[config.mk]
export PLATFORM = sky130hd
export DESIGN_NAME = mem_port_arbiter
export DESIGN_NICKNAME = d
export VERILOG_FILES = /design/src/rtl/rv32i_pkg.sv /design/src/rtl/arb_watchdog.sv /design/src/rtl/mem_port_arbiter.sv
export SDC_FILE = /design/constraint.sdc
export NUM_CORES = 1
export LEC_CHECK = 0
export CORE_AREA = 4 4 105 107
export CTS_CLUSTER_SIZE = 14
export DETAILED_ROUTE_END_ITERATION = 8
export DIE_AREA = 0 0 109 111
export PLACE_DENSITY_LB_ADDON = 0.05
export SYNTH_ARGS = -nofsm -noshare
export SYNTH_HDL_FRONTEND = slang
export SYNTH_SLANG_ARGS = --single-unit
export TNS_END_PERCENT = 100
[constraint.sdc]
create_clock -name clk -period 3.4 [get_ports clk]
set_input_delay 0.85 -clock clk [delete_from_list [all_inputs] [get_ports clk]]
set_output_delay 0.85 -clock clk [all_outputs]
set_load 0.02 [all_outputs]
[src/rtl/rv32i_pkg.sv]
// rv32i_pkg: arbiter state and owner types shared by the rv32i memory-side blocks
package rv32i_pkg;
  typedef enum logic [1:0] {ARB_IDLE, ARB_IF, ARB_D} arb_state_t;
  typedef enum logic {OWN_IF, OWN_D} arb_owner_t;
endpackage

[src/rtl/arb_watchdog.sv]
// arb_watchdog: saturating busy-cycle counter that flags a missing memory response
// ports: clk, reset (async, active-high), clr (grant), inc (busy), timeout (count reaches TIMEOUT this cycle)
module arb_watchdog #(
  parameter int TIMEOUT = 16
) (
  input  logic clk,
  input  logic reset,
  input  logic clr,
  input  logic inc,
  output logic timeout
);
  localparam int CW = $clog2(TIMEOUT + 1);
  localparam logic [CW-1:0] TOP = CW'(TIMEOUT);
  localparam logic [CW-1:0] LAST = CW'(TIMEOUT - 1);
  logic [CW-1:0] cnt_q, cnt_d;
  // cnt_q holds the busy cycles already elapsed, so the current cycle is number cnt_q+1
  always_comb begin
    cnt_d = clr ? '0 : (inc && cnt_q != TOP) ? cnt_q + 1'b1 : cnt_q;
    timeout = inc && cnt_q == LAST;
  end
  always_ff @(posedge clk or posedge reset)
    if (reset) cnt_q <= '0;
    else cnt_q <= cnt_d;
endmodule

[src/rtl/mem_port_arbiter.sv]
// mem_port_arbiter: round-robin sharing of one memory port between fetch and load/store
// ports: if_* fetch requester, d_* data requester, mem_* memory macro side; clk, reset (async, active-high)
module mem_port_arbiter
  import rv32i_pkg::*;
#(
  parameter int ADDR_W = 32,
  parameter int DATA_W = 32,
  parameter int TIMEOUT = 16
) (
  input  logic                clk,
  input  logic                reset,
  input  logic                if_req,
  input  logic [ADDR_W-1:0]   if_addr,
  output logic                if_gnt,
  output logic                if_rvalid,
  output logic [DATA_W-1:0]   if_rdata,
  output logic                if_err,
  input  logic                d_req,
  input  logic                d_we,
  input  logic [DATA_W/8-1:0] d_be,
  input  logic [ADDR_W-1:0]   d_addr,
  input  logic [DATA_W-1:0]   d_wdata,
  output logic                d_gnt,
  output logic                d_rvalid,
  output logic [DATA_W-1:0]   d_rdata,
  output logic                d_err,
  output logic                mem_req,
  output logic                mem_we,
  output logic [DATA_W/8-1:0] mem_be,
  output logic [ADDR_W-1:0]   mem_addr,
  output logic [DATA_W-1:0]   mem_wdata,
  input  logic                mem_rvalid,
  input  logic [DATA_W-1:0]   mem_rdata
);
  arb_state_t state_q, state_d;
  arb_owner_t last_owner_q, last_owner_d;
  logic busy, grant, pick_d, timeout, done;
  logic [DATA_W-1:0] rsp_data;
  arb_watchdog #(.TIMEOUT(TIMEOUT)) u_watchdog (
    .clk(clk),
    .reset(reset),
    .clr(grant),
    .inc(busy),
    .timeout(timeout)
  );
  // reset gates every combinational output; a response coinciding with the timeout wins
  always_comb begin
    busy = state_q != ARB_IDLE;
    grant = !reset && !busy && (if_req || d_req);
    pick_d = d_req && (!if_req || last_owner_q == OWN_IF);
    done = !reset && busy && (mem_rvalid || timeout);
    rsp_data = mem_rvalid ? mem_rdata : '0;
    if_gnt = grant && !pick_d;
    d_gnt = grant && pick_d;
    mem_req = grant;
    mem_we = d_gnt && d_we;
    mem_be = d_gnt ? d_be : '0;
    mem_addr = d_gnt ? d_addr : if_gnt ? if_addr : '0;
    mem_wdata = d_gnt ? d_wdata : '0;
    if_rvalid = done && state_q == ARB_IF;
    d_rvalid = done && state_q == ARB_D;
    if_rdata = if_rvalid ? rsp_data : '0;
    d_rdata = d_rvalid ? rsp_data : '0;
    if_err = if_rvalid && !mem_rvalid;
    d_err = d_rvalid && !mem_rvalid;
    state_d = grant ? (pick_d ? ARB_D : ARB_IF) : done ? ARB_IDLE : state_q;
    last_owner_d = grant ? (pick_d ? OWN_D : OWN_IF) : last_owner_q;
  end
  always_ff @(posedge clk or posedge reset)
    if (reset) begin
      state_q <= ARB_IDLE;
      last_owner_q <= OWN_IF;
    end else begin
      state_q <= state_d;
      last_owner_q <= last_owner_d;
    end
endmodule

==> results.md, run 1 <==
- Worst max-slew margin expressed relative to the limit: 76.07%
- Count of yosys warnings during synthesis: 0
- Die Span Y: 111 um
- Post-route met1 wirelength: 3.862 mm
- I/O Buffers: 277
- Worst path bufs/invs: 3
- Fin nets: 652
- Pwr dens: 307.2 nW/um2
- Ratio of final minimum period to clock period: 98.54%
- Starting density of the core: 15.01%
- Highest cell delay on the worst timing path: 0.54 ns
- Worst setup path class: input pin to output port
- Vias in the first global route: 2633
- Netlist area before placement: 1521 um2
- Hold Violations, Final: 0
- Placeable core region: 10140 um2
- Clk_lat worst skew: 0.23 ns
- Min-Delay Path Class: flip-flop to flip-flop
- Cts bufs inserted: 3
- Horizontal die dimension: 109 um
- Routability Congestion: 0.8395
- WHS Endpoint: u_watchdog.cnt_q[3]
- Synth cell types: 27
- Antenna violations before repair: 1
- R2R setup slack: 1.92 ns
- DR pass1 iterations: 4
- Maximum number of pins on one net before global-route repair: 42
- Cell area after layout: 4213 um2
- FF+latch count, synth: 8
- Data arrival time of the critical path: 2.50 ns
- Avg Inst Size Synth: 6.313 um2
- Placed cell count: 640
- Cell chosen for the clock root: sky130_fd_sc_hd__clkbuf_8
- Number of placement rows: 37
- Count of vias placed by the detailed router: 2689
- Cell type group with the largest total delay on the critical path: buffers and inverters
- Maximum level of the CTS H-tree: 1
- Top routing layer in use: met5
- Final global-route overflow total: 0
- Met3 wirelength from detailed routing: 1.392 mm
- Area after DPL: 4441 um2
- Vias per Instance: 4.169
- Max-cap check violation count: 0
- Maximum clock skew at final layout: 0.002768 ns
- Final HPWL from detailed placement: 9.315 mm
- Library cell contributing the largest single delay on the critical path: sky130_fd_sc_hd__or4b_4
- Cell count of the worst hold path: 1
- Total routing usage reported by global routing: 16.38%
- Routed WL: 11.36 mm
- Fraction of layout instances using a drive strength above 1: 27.50%
- Worst setup SP type: input pin
- Synthesized net count: 382
- Endpoint kind of the worst setup timing path: output port
- Post-route antenna net violation count: 0
- Number of inserted diodes: 0
- Min Tclk post-route: 3.350 ns
- Max Fanout on Critical Path: 17
- TritonCTS clock tree: built
- Seq/Total Area, Yosys: 13.16%
- Total I/O pin count: 278
- Wire length per cell: 17.60 um
- Cells after synthesis: 241
- Startpoint of the most critical hold path: u_watchdog.cnt_q[3]
- Clock transition at the registers of the reported paths: 0.04 ns
- Terminus of the critical flop-to-flop path: u_watchdog.cnt_q[4]
- Drt initial violations: 148
- Critical Path, Cell by Cell: clkdlybuf4s50_1, nor2_2, or4b_4, buf_12, nor2_1, clkdlybuf4s15_2
- Clock sink total: 8
- Leak: 0.002007 uW
- Worst hold slack across all endpoints: 0.5029 ns
- FMAX: 298.5 MHz
- Routed wl met2: 6.016 mm
- R2r startpoint: state_q[0]
- Run status: completed
- Max IR drop VDD: 0.1408 mV
- Depth of the worst register-to-register path: 4
- Clock Tree Buf Depth: 2
- Remaining routing DRC violations: 0
- Area added between synthesis and finish: 176.9%
- Total die area: 12100 um2
- Number of standard cells in the layout, taps in and fillers out: 645
- Critical path required time: 2.55 ns
- Wire length of the first global-routing pass: 15.24 mm
- Setup violators final: 0
- Filler Cells Inserted: 1073
- Transition time of the tightest slew-check pin: 0.3590 ns
- Final Max Tran Viols: 0
-- cell type report --
class                   instances  area (um2)  area share (%)
clock buffers                   3       41.29          0.9801
inverters                       6       22.52          0.5346
multi-input cells             202        1169           27.74
flip-flops and latches          8       200.2           4.752
well taps                     136       170.2           4.039
repair buffers                290        2610           61.95
-- layout by cell type (no fill, tap or decap), types with 2 or more instances in the layout --
cell                              instances
sky130_fd_sc_hd__a22o_1                  32
sky130_fd_sc_hd__and2_1                  37
sky130_fd_sc_hd__and3_4                   2
sky130_fd_sc_hd__buf_12                   5
sky130_fd_sc_hd__buf_2                   29
sky130_fd_sc_hd__buf_4                   12
sky130_fd_sc_hd__clkbuf_16                2
sky130_fd_sc_hd__clkbuf_2                42
sky130_fd_sc_hd__clkbuf_8                 3
sky130_fd_sc_hd__clkdlybuf4s15_1         13
sky130_fd_sc_hd__clkdlybuf4s15_2         29
sky130_fd_sc_hd__clkdlybuf4s50_1        136
sky130_fd_sc_hd__dfrtp_1                  8
sky130_fd_sc_hd__dlygate4sd2_1           21
sky130_fd_sc_hd__ha_1                     3
sky130_fd_sc_hd__inv_1                    6
sky130_fd_sc_hd__mux2i_1                  2
sky130_fd_sc_hd__nand2_1                 34
sky130_fd_sc_hd__nand2b_1                 3
sky130_fd_sc_hd__nand3_1                  3
sky130_fd_sc_hd__nor2_1                  58
sky130_fd_sc_hd__nor2_2                  11
sky130_fd_sc_hd__o21ai_0                  5
sky130_fd_sc_hd__or4b_4                   2
-- state kept, by name, indices dropped and copies added (netlist names) --
name              flops
state_q               2
u_watchdog.cnt_q      5
last_owner_q          1
-- where the power goes --
| group | internal [uW] | leakage [uW] | switching (uW) |
|---|---|---|---|
| clock | 76.4 | 0.0000216 | 33.8 |
| combinational | 487 | 0.00188 | 518 |
| sequential | 139 | 0.000102 | 40.4 |
| total | 702 | 0.00201 | 592 |
-- metal layers --
layer  vias to the layer above  GRT usage (%)
met5                         -              0
met4                         2          2.020
met3                         6          6.523
met2                       164          32.35
met1                      1191          15.90
li1                       1326              -
-- cell families after synthesis --
| group | share of synthesized area (%) |
|---|---|
| adders and majority gates | 2.467 |
| AOI/OAI and AO/OA | 22.04 |
| and+or+nand+nor | 49.34 |
| buffers and inverters | 11.68 |
| muxes | 1.316 |
| DFF | 13.16 |
-- synthesized netlist by cell type (all sizes together) --
cell	number	area share [%]
and3	3	1.2
o21ai	6	2.0
o22ai	1	0.41
nand3	3	0.99
buf	17	8.2
nand2	34	8.4
or3	1	0.41
and2	37	15
nand4bb	1	0.74
a22o	32	18
nor3	1	0.33
inv	6	1.5
mux2i	2	1.3
dfrtp	8	13
ha	3	2.5
clkbuf	8	2.0
nand4	1	0.41
or2	1	0.41
or4b	2	1.3
o21ba	1	0.66
nor2	69	19
o2bb2ai	1	0.58
nand2b	3	1.2
-- per-stage QoR --
stage                     util, %  setup TNS (ns)  setup WS (ns)  total power (uW)
final                       41.55               0        0.04974              1294
after global routing        41.55       -0.003504      -0.002448              1392
after CTS                   44.42               0      0.0002658              1308
after detailed placement    43.80          -42.58        -0.4257              1256
after global placement      43.80          -44.12        -0.4461              1253
after floorplan                 -               0         0.4903             699.5
-- worst max-delay path by stage --
stage | startpoint | end | depth (start not counted)
after global routing | mem_rvalid | d_rdata[24] | 6
final | mem_rvalid | d_rdata[20] | 6
after CTS | reset | mem_addr[30] | 6
after global placement | reset | mem_wdata[4] | 6
after detailed placement | mem_rvalid | d_rdata[13] | 6
after floorplan | mem_rvalid | d_rdata[10] | 6
-- repair_timing --
item	in CTS	in global routing
buffers inserted	0	0
pin swaps	0	1
hold buffers	0	0
setup endpoints to repair	134	127
gates cloned	0	2
resized for setup	293	91
(Power assumes the default switching activity.)
==> run 2, diff against run 1 <==
--- a/config.mk
+++ b/config.mk
@@ -9,7 +9,9 @@
 export CTS_CLUSTER_SIZE = 14
 export DETAILED_ROUTE_END_ITERATION = 8
 export DIE_AREA = 0 0 109 111
+export GPL_TIMING_DRIVEN = 0
 export PLACE_DENSITY_LB_ADDON = 0.05
+export SKIP_CTS_REPAIR_TIMING = 1
 export SYNTH_ARGS = -nofsm -noshare
 export SYNTH_HDL_FRONTEND = slang
 export SYNTH_SLANG_ARGS = --single-unit
==> results.md, run 2 (synthesized netlist as in run 1, its figures left out) <==
- Data arrival time of the critical path: 2.42 ns (-0.08 ns)
- Maximum clock skew at final layout: 0.001763 ns (-0.001005 ns)
- Hold Violations, Final: 0 (unchanged)
- Cts bufs inserted: 3 (unchanged)
- Most used cell along the critical path: sky130_fd_sc_hd__buf_2
- Number of placement rows: 37 (unchanged)
- Library cell contributing the largest single delay on the critical path: sky130_fd_sc_hd__clkdlybuf4s50_1
- Startpoint of the most critical hold path: u_watchdog.cnt_q[3]
- Clock sink total: 8 (unchanged)
- Starting density of the core: 15.01% (unchanged)
- Depth of the worst register-to-register path: 5 (+1)
- Maximum number of pins on one net before global-route repair: 11 (-74%)
- Leak: 0.004266 uW (+110%)
- Clock transition at the registers of the reported paths: 0.04 ns (about the same)
- Run status: completed
- R2r startpoint: state_q[0]
- Total routing usage reported by global routing: 17.33% (+0.96 points)
- Ratio of final minimum period to clock period: 96.15% (-2.4 points)
- Maximum level of the CTS H-tree: 1 (unchanged)
- Setup violators final: 0 (unchanged)
- Total I/O pin count: 278 (unchanged)
- Total die area: 12100 um2 (unchanged)
- FMAX: 305.9 MHz (+2.5%)
- Clock Tree Buf Depth: 2 (unchanged)
- Wire length of the first global-routing pass: 16.17 mm (+6.1%)
- Cell chosen for the clock root: sky130_fd_sc_hd__clkbuf_8
- Horizontal die dimension: 109 um (unchanged)
- Worst path depth: 7 (+1)
- Worst path bufs/invs: 4 (+1)
- Final HPWL from detailed placement: 9.929 mm (+6.6%)
- Most common cell after layout, fill and taps aside: sky130_fd_sc_hd__dlymetal6s2s_1
- Summed negative setup slack over all endpoints: 0 ns (unchanged)
- Number of inserted diodes: 0 (unchanged)
- Min-Delay Path Class: flip-flop to flip-flop
- Critical path required time: 2.55 ns (about the same)
- WHS Endpoint: u_watchdog.cnt_q[3]
- Pwr dens: 272.0 nW/um2 (-11%)
- Count of vias placed by the detailed router: 2785 (+3.6%)
- Die Span Y: 111 um (unchanged)
- Post-route antenna net violation count: 0 (unchanged)
- Transition time of the tightest slew-check pin: 0.4518 ns (+0.09282 ns)
- Worst setup SP type: input pin
- Vias in the first global route: 2803 (+6.5%)
- Max-cap check violation count: 0 (unchanged)
- Routed WL: 11.48 mm (+1.1%)
- Number of flip-flops under the largest register name: 5 (unchanged)
- Core occupancy in the finished layout: 48.04% (+6.5 points)
- Terminus of the critical flop-to-flop path: last_owner_q
- Footprint of the flip-flops and latches: 200.2 um2 (unchanged)
- Final global-route overflow total: 0 (unchanged)
- Power consumption: 1325 uW (+2.4%)
- Max IR drop VDD: 0.1314 mV (-6.7%)
- Wire length per cell: 17.51 um (-0.56%)
- Placeable core region: 10140 um2 (unchanged)
- Fin nets: 663 (+1.7%)
- Setup repair after global routing missed its margin: no
- TritonCTS clock tree: built
- R2R setup slack: 1.90 ns (-0.02 ns)
- Critical Path, Cell by Cell: clkdlybuf4s50_1, nand2b_1, and3_1, buf_2, buf_2, a22o_1, dlymetal6s2s_1
- Min Tclk post-route: 3.269 ns (-0.08115 ns)
- I/O Buffers: 276 (-0.36%)
- Drt initial violations: 145 (-2.0%)
- Vias per Instance: 4.245 (+1.8%)
- Area added between synthesis and finish: 220.1%
- Endpoint kind of the worst setup timing path: output port
- DR pass1 iterations: 4 (unchanged)
- Max Fanout on Critical Path: 10 (-7)
- Worst max-slew margin expressed relative to the limit: 69.88% (-6.2 points)
- Final Max Tran Viols: 0 (unchanged)
- Filler Cells Inserted: 1011 (-5.8%)
- Commonest cells after routing, fill and taps aside: 140 x sky130_fd_sc_hd__dlymetal6s2s_1, 136 x sky130_fd_sc_hd__clkdlybuf4s50_1, 59 x sky130_fd_sc_hd__nor2_1, 37 x sky130_fd_sc_hd__and2_1, 34 x sky130_fd_sc_hd__nand2_1
- Fraction of layout instances using a drive strength above 1: 7.115% (-20 points)
- Clk_lat worst skew: 0.22 ns (about the same)
- Biggest register: u_watchdog.cnt_q
- Registers with the highest flip-flop counts: u_watchdog.cnt_q (5), state_q (2), last_owner_q (1)
- Highest cell delay on the worst timing path: 0.49 ns (-0.05 ns)
- Area used by multi-input combinational logic: 1149 um2 (-1.7%)
- Worst setup path class: input pin to output port
- Cell type group with the largest total delay on the critical path: buffers and inverters
- Cell count of the worst hold path: 1 (unchanged)
- Routability Congestion: 0.8118 (-3.3%)
- Antenna violations before repair: 0 (-1)
- Remaining routing DRC violations: 0 (unchanged)
==> run 2: cell types whose count changed in the layout (fill, tap and decap cells not counted), sizes merged <==
cell,previous run,this run
clkdlybuf4s15,42,0
dlymetal6s2s,1,140
dlygate4sd2,21,0
clkbuf,47,15
buf,46,13
==> run 2: cell type report <==
| class | instances | share of cell area, % |
|---|---|---|
| sequential | 8 | 4.110 |
| clock buffer | 3 | 0.8477 |
| multi-input combinational | 202 | 23.58 |
| buffer | 25 | 3.596 |
| tap | 136 | 3.493 |
| timing repair buffer | 276 | 63.91 |
| inverter | 6 | 0.4624 |
==> run 2: report_power, final <==
part | total, uW | internal, uW | switching, uW
Sequential | 178 | 139 | 39.6
Clock | 113 | 76.7 | 36.7
Combinational | 1030 | 529 | 504
==> run 2: how the worst max path moves through the flow <==
stage | from | to | slack [ns]
2_1_floorplan | mem_rvalid | d_rdata[10] | 0.49
3_3_place_gp | reset | mem_wdata[2] | -0.62
3_5_place_dp | reset | mem_wdata[28] | -0.65
4_1_cts | reset | mem_wdata[28] | -0.66
5_1_grt | if_req | mem_addr[6] | 0.01
6_report | d_req | mem_addr[11] | 0.13
==> run 2: metrics by stage <==
| step | cell area (um2) | setup slack, ns | instances | hold WS [ns] |
|---|---|---|---|---|
| 2_1_floorplan | 1521 | 0.4903 | 241 | 0.4453 |
| 3_3_place_gp | 4454 | -0.6205 | 653 | 0.4813 |
| 3_5_place_dp | 4454 | -0.6501 | 653 | 0.5070 |
| 4_1_cts | 4496 | -0.6576 | 656 | 0.5173 |
| 5_1_grt | 4871 | 0.01448 | 656 | 0.5548 |
| 6_report | 4871 | 0.1309 | 656 | 0.5137 |
==> run 2: metal layers <==
| layer | global-route usage [%] | vias to the layer above | routed length (um) |
|---|---|---|---|
| met4 | 2.441 | 0 | 142 |
| met5 | 0 | - | 0 |
| met3 | 6.581 | 14 | 1496 |
| met1 | 17.01 | 1231 | 3834 |
| met2 | 34.11 | 184 | 6012 |
| li1 | - | 1356 | - |
==> run 3, diff against run 2 <==
--- a/config.mk
+++ b/config.mk
@@ -5,13 +5,12 @@
 export SDC_FILE = /design/constraint.sdc
 export NUM_CORES = 1
 export LEC_CHECK = 0
-export CORE_AREA = 4 4 105 107
+export CORE_AREA = 2 2 109 111
 export CTS_CLUSTER_SIZE = 14
 export DETAILED_ROUTE_END_ITERATION = 8
-export DIE_AREA = 0 0 109 111
+export DIE_AREA = 0 0 111 113
 export GPL_TIMING_DRIVEN = 0
 export PLACE_DENSITY_LB_ADDON = 0.05
-export SKIP_CTS_REPAIR_TIMING = 1
 export SYNTH_ARGS = -nofsm -noshare
 export SYNTH_HDL_FRONTEND = slang
 export SYNTH_SLANG_ARGS = --single-unit
==> results.md, run 3 (synthesized netlist as in run 1, its figures left out) <==
- Filler Cells Inserted: 1196 (+18%)
- Transition time of the tightest slew-check pin: 0.4463 ns (-0.005498 ns)
- Horizontal die dimension: 111 um (+1.8%)
- R2r startpoint: state_q[0]
- Biggest register: u_watchdog.cnt_q
- Wire length of the first global-routing pass: 14.88 mm (-7.9%)
- R2R setup slack: 1.92 ns (+0.02 ns)
- Clk_lat worst skew: 0.23 ns (about the same)
- Number of standard cells in the layout, taps in and fillers out: 663 (+1.1%)
- Vias in the first global route: 2685 (-4.2%)
- Worst max-slew margin expressed relative to the limit: 70.25% (+0.37 points)
- Cell area after layout: 4324 um2 (-11%)
- Clock transition at the registers of the reported paths: 0.03 ns (about the same)
- Core occupancy in the finished layout: 38.36% (-9.7 points)
- Wire length per cell: 15.64 um (-11%)
- Fin nets: 663 (unchanged)
- Worst-case setup margin in the final layout: 0.06687 ns (-0.06401 ns)
- Total routing usage reported by global routing: 15.15% (-2.2 points)
- Leak: 0.002204 uW (-48%)
- Total I/O pin count: 278 (unchanged)
- Clock sink total: 8 (unchanged)
- Endpoint of the worst setup timing path: mem_addr[15]
- Die Span Y: 113 um (+1.8%)
- Commonest cells after routing, fill and taps aside: 135 x sky130_fd_sc_hd__clkdlybuf4s50_1, 78 x sky130_fd_sc_hd__dlygate4sd2_1, 59 x sky130_fd_sc_hd__nor2_1, 37 x sky130_fd_sc_hd__and2_1, 34 x sky130_fd_sc_hd__nand2_1
- Highest cell delay on the worst timing path: 0.51 ns (+0.02 ns)
- Cell chosen for the clock root: sky130_fd_sc_hd__clkbuf_16
- Max IR drop VDD: 0.1137 mV (-13%)
- Count of vias placed by the detailed router: 2712 (-2.6%)
- Placeable core region: 11270 um2 (+11%)
- Data arrival time of the critical path: 2.48 ns (+0.06 ns)
- Post-CTS setup repair buffer count: 0
- Power consumption: 1321 uW (-0.25%)
- Min-Delay Path Class: flip-flop to flip-flop
- Final HPWL from detailed placement: 9.359 mm (-5.7%)
- Max-cap check violation count: 0 (unchanged)
- Starting density of the core: 13.50% (-1.5 points)
- Routed WL: 10.37 mm (-9.7%)
- Setup repair after global routing missed its margin: no
- Antenna violations before repair: 0 (unchanged)
- Maximum level of the CTS H-tree: 1 (unchanged)
- Registers with the highest flip-flop counts: u_watchdog.cnt_q (5), state_q (2), last_owner_q (1)
- Run status: completed
- Worst setup path startpoint: d_req
- Pwr dens: 305.6 nW/um2 (+12%)
- Number of placement rows: 39 (+5.4%)
- Number of inserted diodes: 0 (unchanged)
- Maximum clock skew at final layout: 0.002518 ns (+0.0007554 ns)
- Worst setup path class: input pin to output port
- Final global-route overflow total: 0 (unchanged)
- Ratio of final minimum period to clock period: 98.03% (+1.9 points)
- Library cell contributing the largest single delay on the critical path: sky130_fd_sc_hd__clkdlybuf4s50_1
- Worst setup SP type: input pin
- Routability Congestion: 0.8083 (-0.43%)
- Clock Tree Buf Depth: 2 (unchanged)
- Vias per Instance: 4.090 (-3.6%)
- Area added between synthesis and finish: 184.2%
- Endpoint kind of the worst setup timing path: output port
- Placed cell count: 660 (+1.1%)
- Setup violators final: 0 (unchanged)
- Setup slack at placement: -0.5951 ns (+0.05497 ns)
- Critical path required time: 2.55 ns (about the same)
- Critical Path, Cell by Cell: clkdlybuf4s50_1, nand2b_1, and3_1, buf_2, buf_4, a22o_1, clkdlybuf4s15_1
- Post-route antenna net violation count: 0 (unchanged)
- Terminus of the critical flop-to-flop path: last_owner_q
- I/O Buffers: 276 (unchanged)
- Cts bufs inserted: 3 (unchanged)
- Maximum number of pins on one net before global-route repair: 11 (unchanged)
- Hold Violations, Final: 0 (unchanged)
- Most common cell after layout, fill and taps aside: sky130_fd_sc_hd__clkdlybuf4s50_1
- TritonCTS clock tree: built
- FMAX: 300.0 MHz (-1.9%)
- Final Max Tran Viols: 0 (unchanged)
- Max Fanout on Critical Path: 10 (unchanged)
- Depth of the worst register-to-register path: 5 (unchanged)
- Total die area: 12540 um2 (+3.7%)
- Remaining routing DRC violations: 0 (unchanged)
- Number of flip-flops under the largest register name: 5 (unchanged)
- Min Tclk post-route: 3.333 ns (+0.06401 ns)
- DR pass1 iterations: 4 (unchanged)
- Drt initial violations: 73 (-50%)
- Fraction of layout instances using a drive strength above 1: 13.27% (+6.2 points)
- Area after DPL: 4463 um2 (+0.20%)
[run 3: changes by cell type in the layout (fill, tap and decap cells not counted), sizes merged]
| cell | change |
|---|---|
| clkbuf | +25 |
| clkdlybuf4s50 | -1 |
| buf | +4 |
| dlygate4sd2 | +78 |
| dlymetal6s2s | -140 |
| clkdlybuf4s15 | +34 |
[run 3: area by class of cell]
cell class / instances / area [um2] / area share (%)
Buffer: 25 / 175.2 / 4.051
Sequential cell: 8 / 200.2 / 4.630
Timing Repair Buffer: 276 / 2524 / 58.36
Inverter: 6 / 22.52 / 0.5208
Tap cell: 143 / 178.9 / 4.138
Multi-Input combinational cell: 202 / 1149 / 26.56
Clock buffer: 3 / 75.07 / 1.736
[run 3: routing by layer]
layer	wire length (um)	track usage, %	vias to the layer above
li1	-	-	1352
met1	3473	14.60	1189
met2	5666	31.25	165
met3	1129	4.928	6
met4	98	2.917	0
met5	0	0	-
[run 3: how the worst min path moves through the flow]
stage                                   start                  end  slack [ns]  cells past startpoint
final                     u_watchdog.cnt_q[3]  u_watchdog.cnt_q[3]        0.49                      1
after global routing             last_owner_q         last_owner_q        0.52                      1
after CTS                 u_watchdog.cnt_q[3]  u_watchdog.cnt_q[3]        0.50                      1
after detailed placement  u_watchdog.cnt_q[3]  u_watchdog.cnt_q[3]        0.50                      1
after global placement    u_watchdog.cnt_q[3]  u_watchdog.cnt_q[3]        0.48                      1
after floorplan           u_watchdog.cnt_q[3]  u_watchdog.cnt_q[3]        0.45                      1
[run 3: worst max-delay path: cells and delay by family]
| family | cells | cell delay, ns |
|---|---|---|
| AOI/OAI and AO/OA | 1 | 0.23 |
| buffers and inverters | 4 | 1.17 |
| and+or+nand+nor | 2 | 0.23 |
[run 3: repair_timing]
| item | CTS | global route |
|---|---|---|
| setup endpoints to repair | 140 | 52 |
| resized for setup | 171 | 76 |
| hold buffers | 0 | 0 |
[run 3: through the flow]
stage                     hold WS [ns]  TNS (ns)
after floorplan                 0.4453         0
after global placement          0.4819    -64.39
after detailed placement        0.4976    -66.02
after CTS                       0.5026         0
after global routing            0.5239         0
final                           0.4917         0
[run 3: power by group]
group          switching, uW  total [uW]  leakage [uW]  internal, uW
clock network           43.6         195     0.0000370           151
logic                    497         948       0.00206           451
registers               39.5         178      0.000102           139
total                    580        1320       0.00220           741
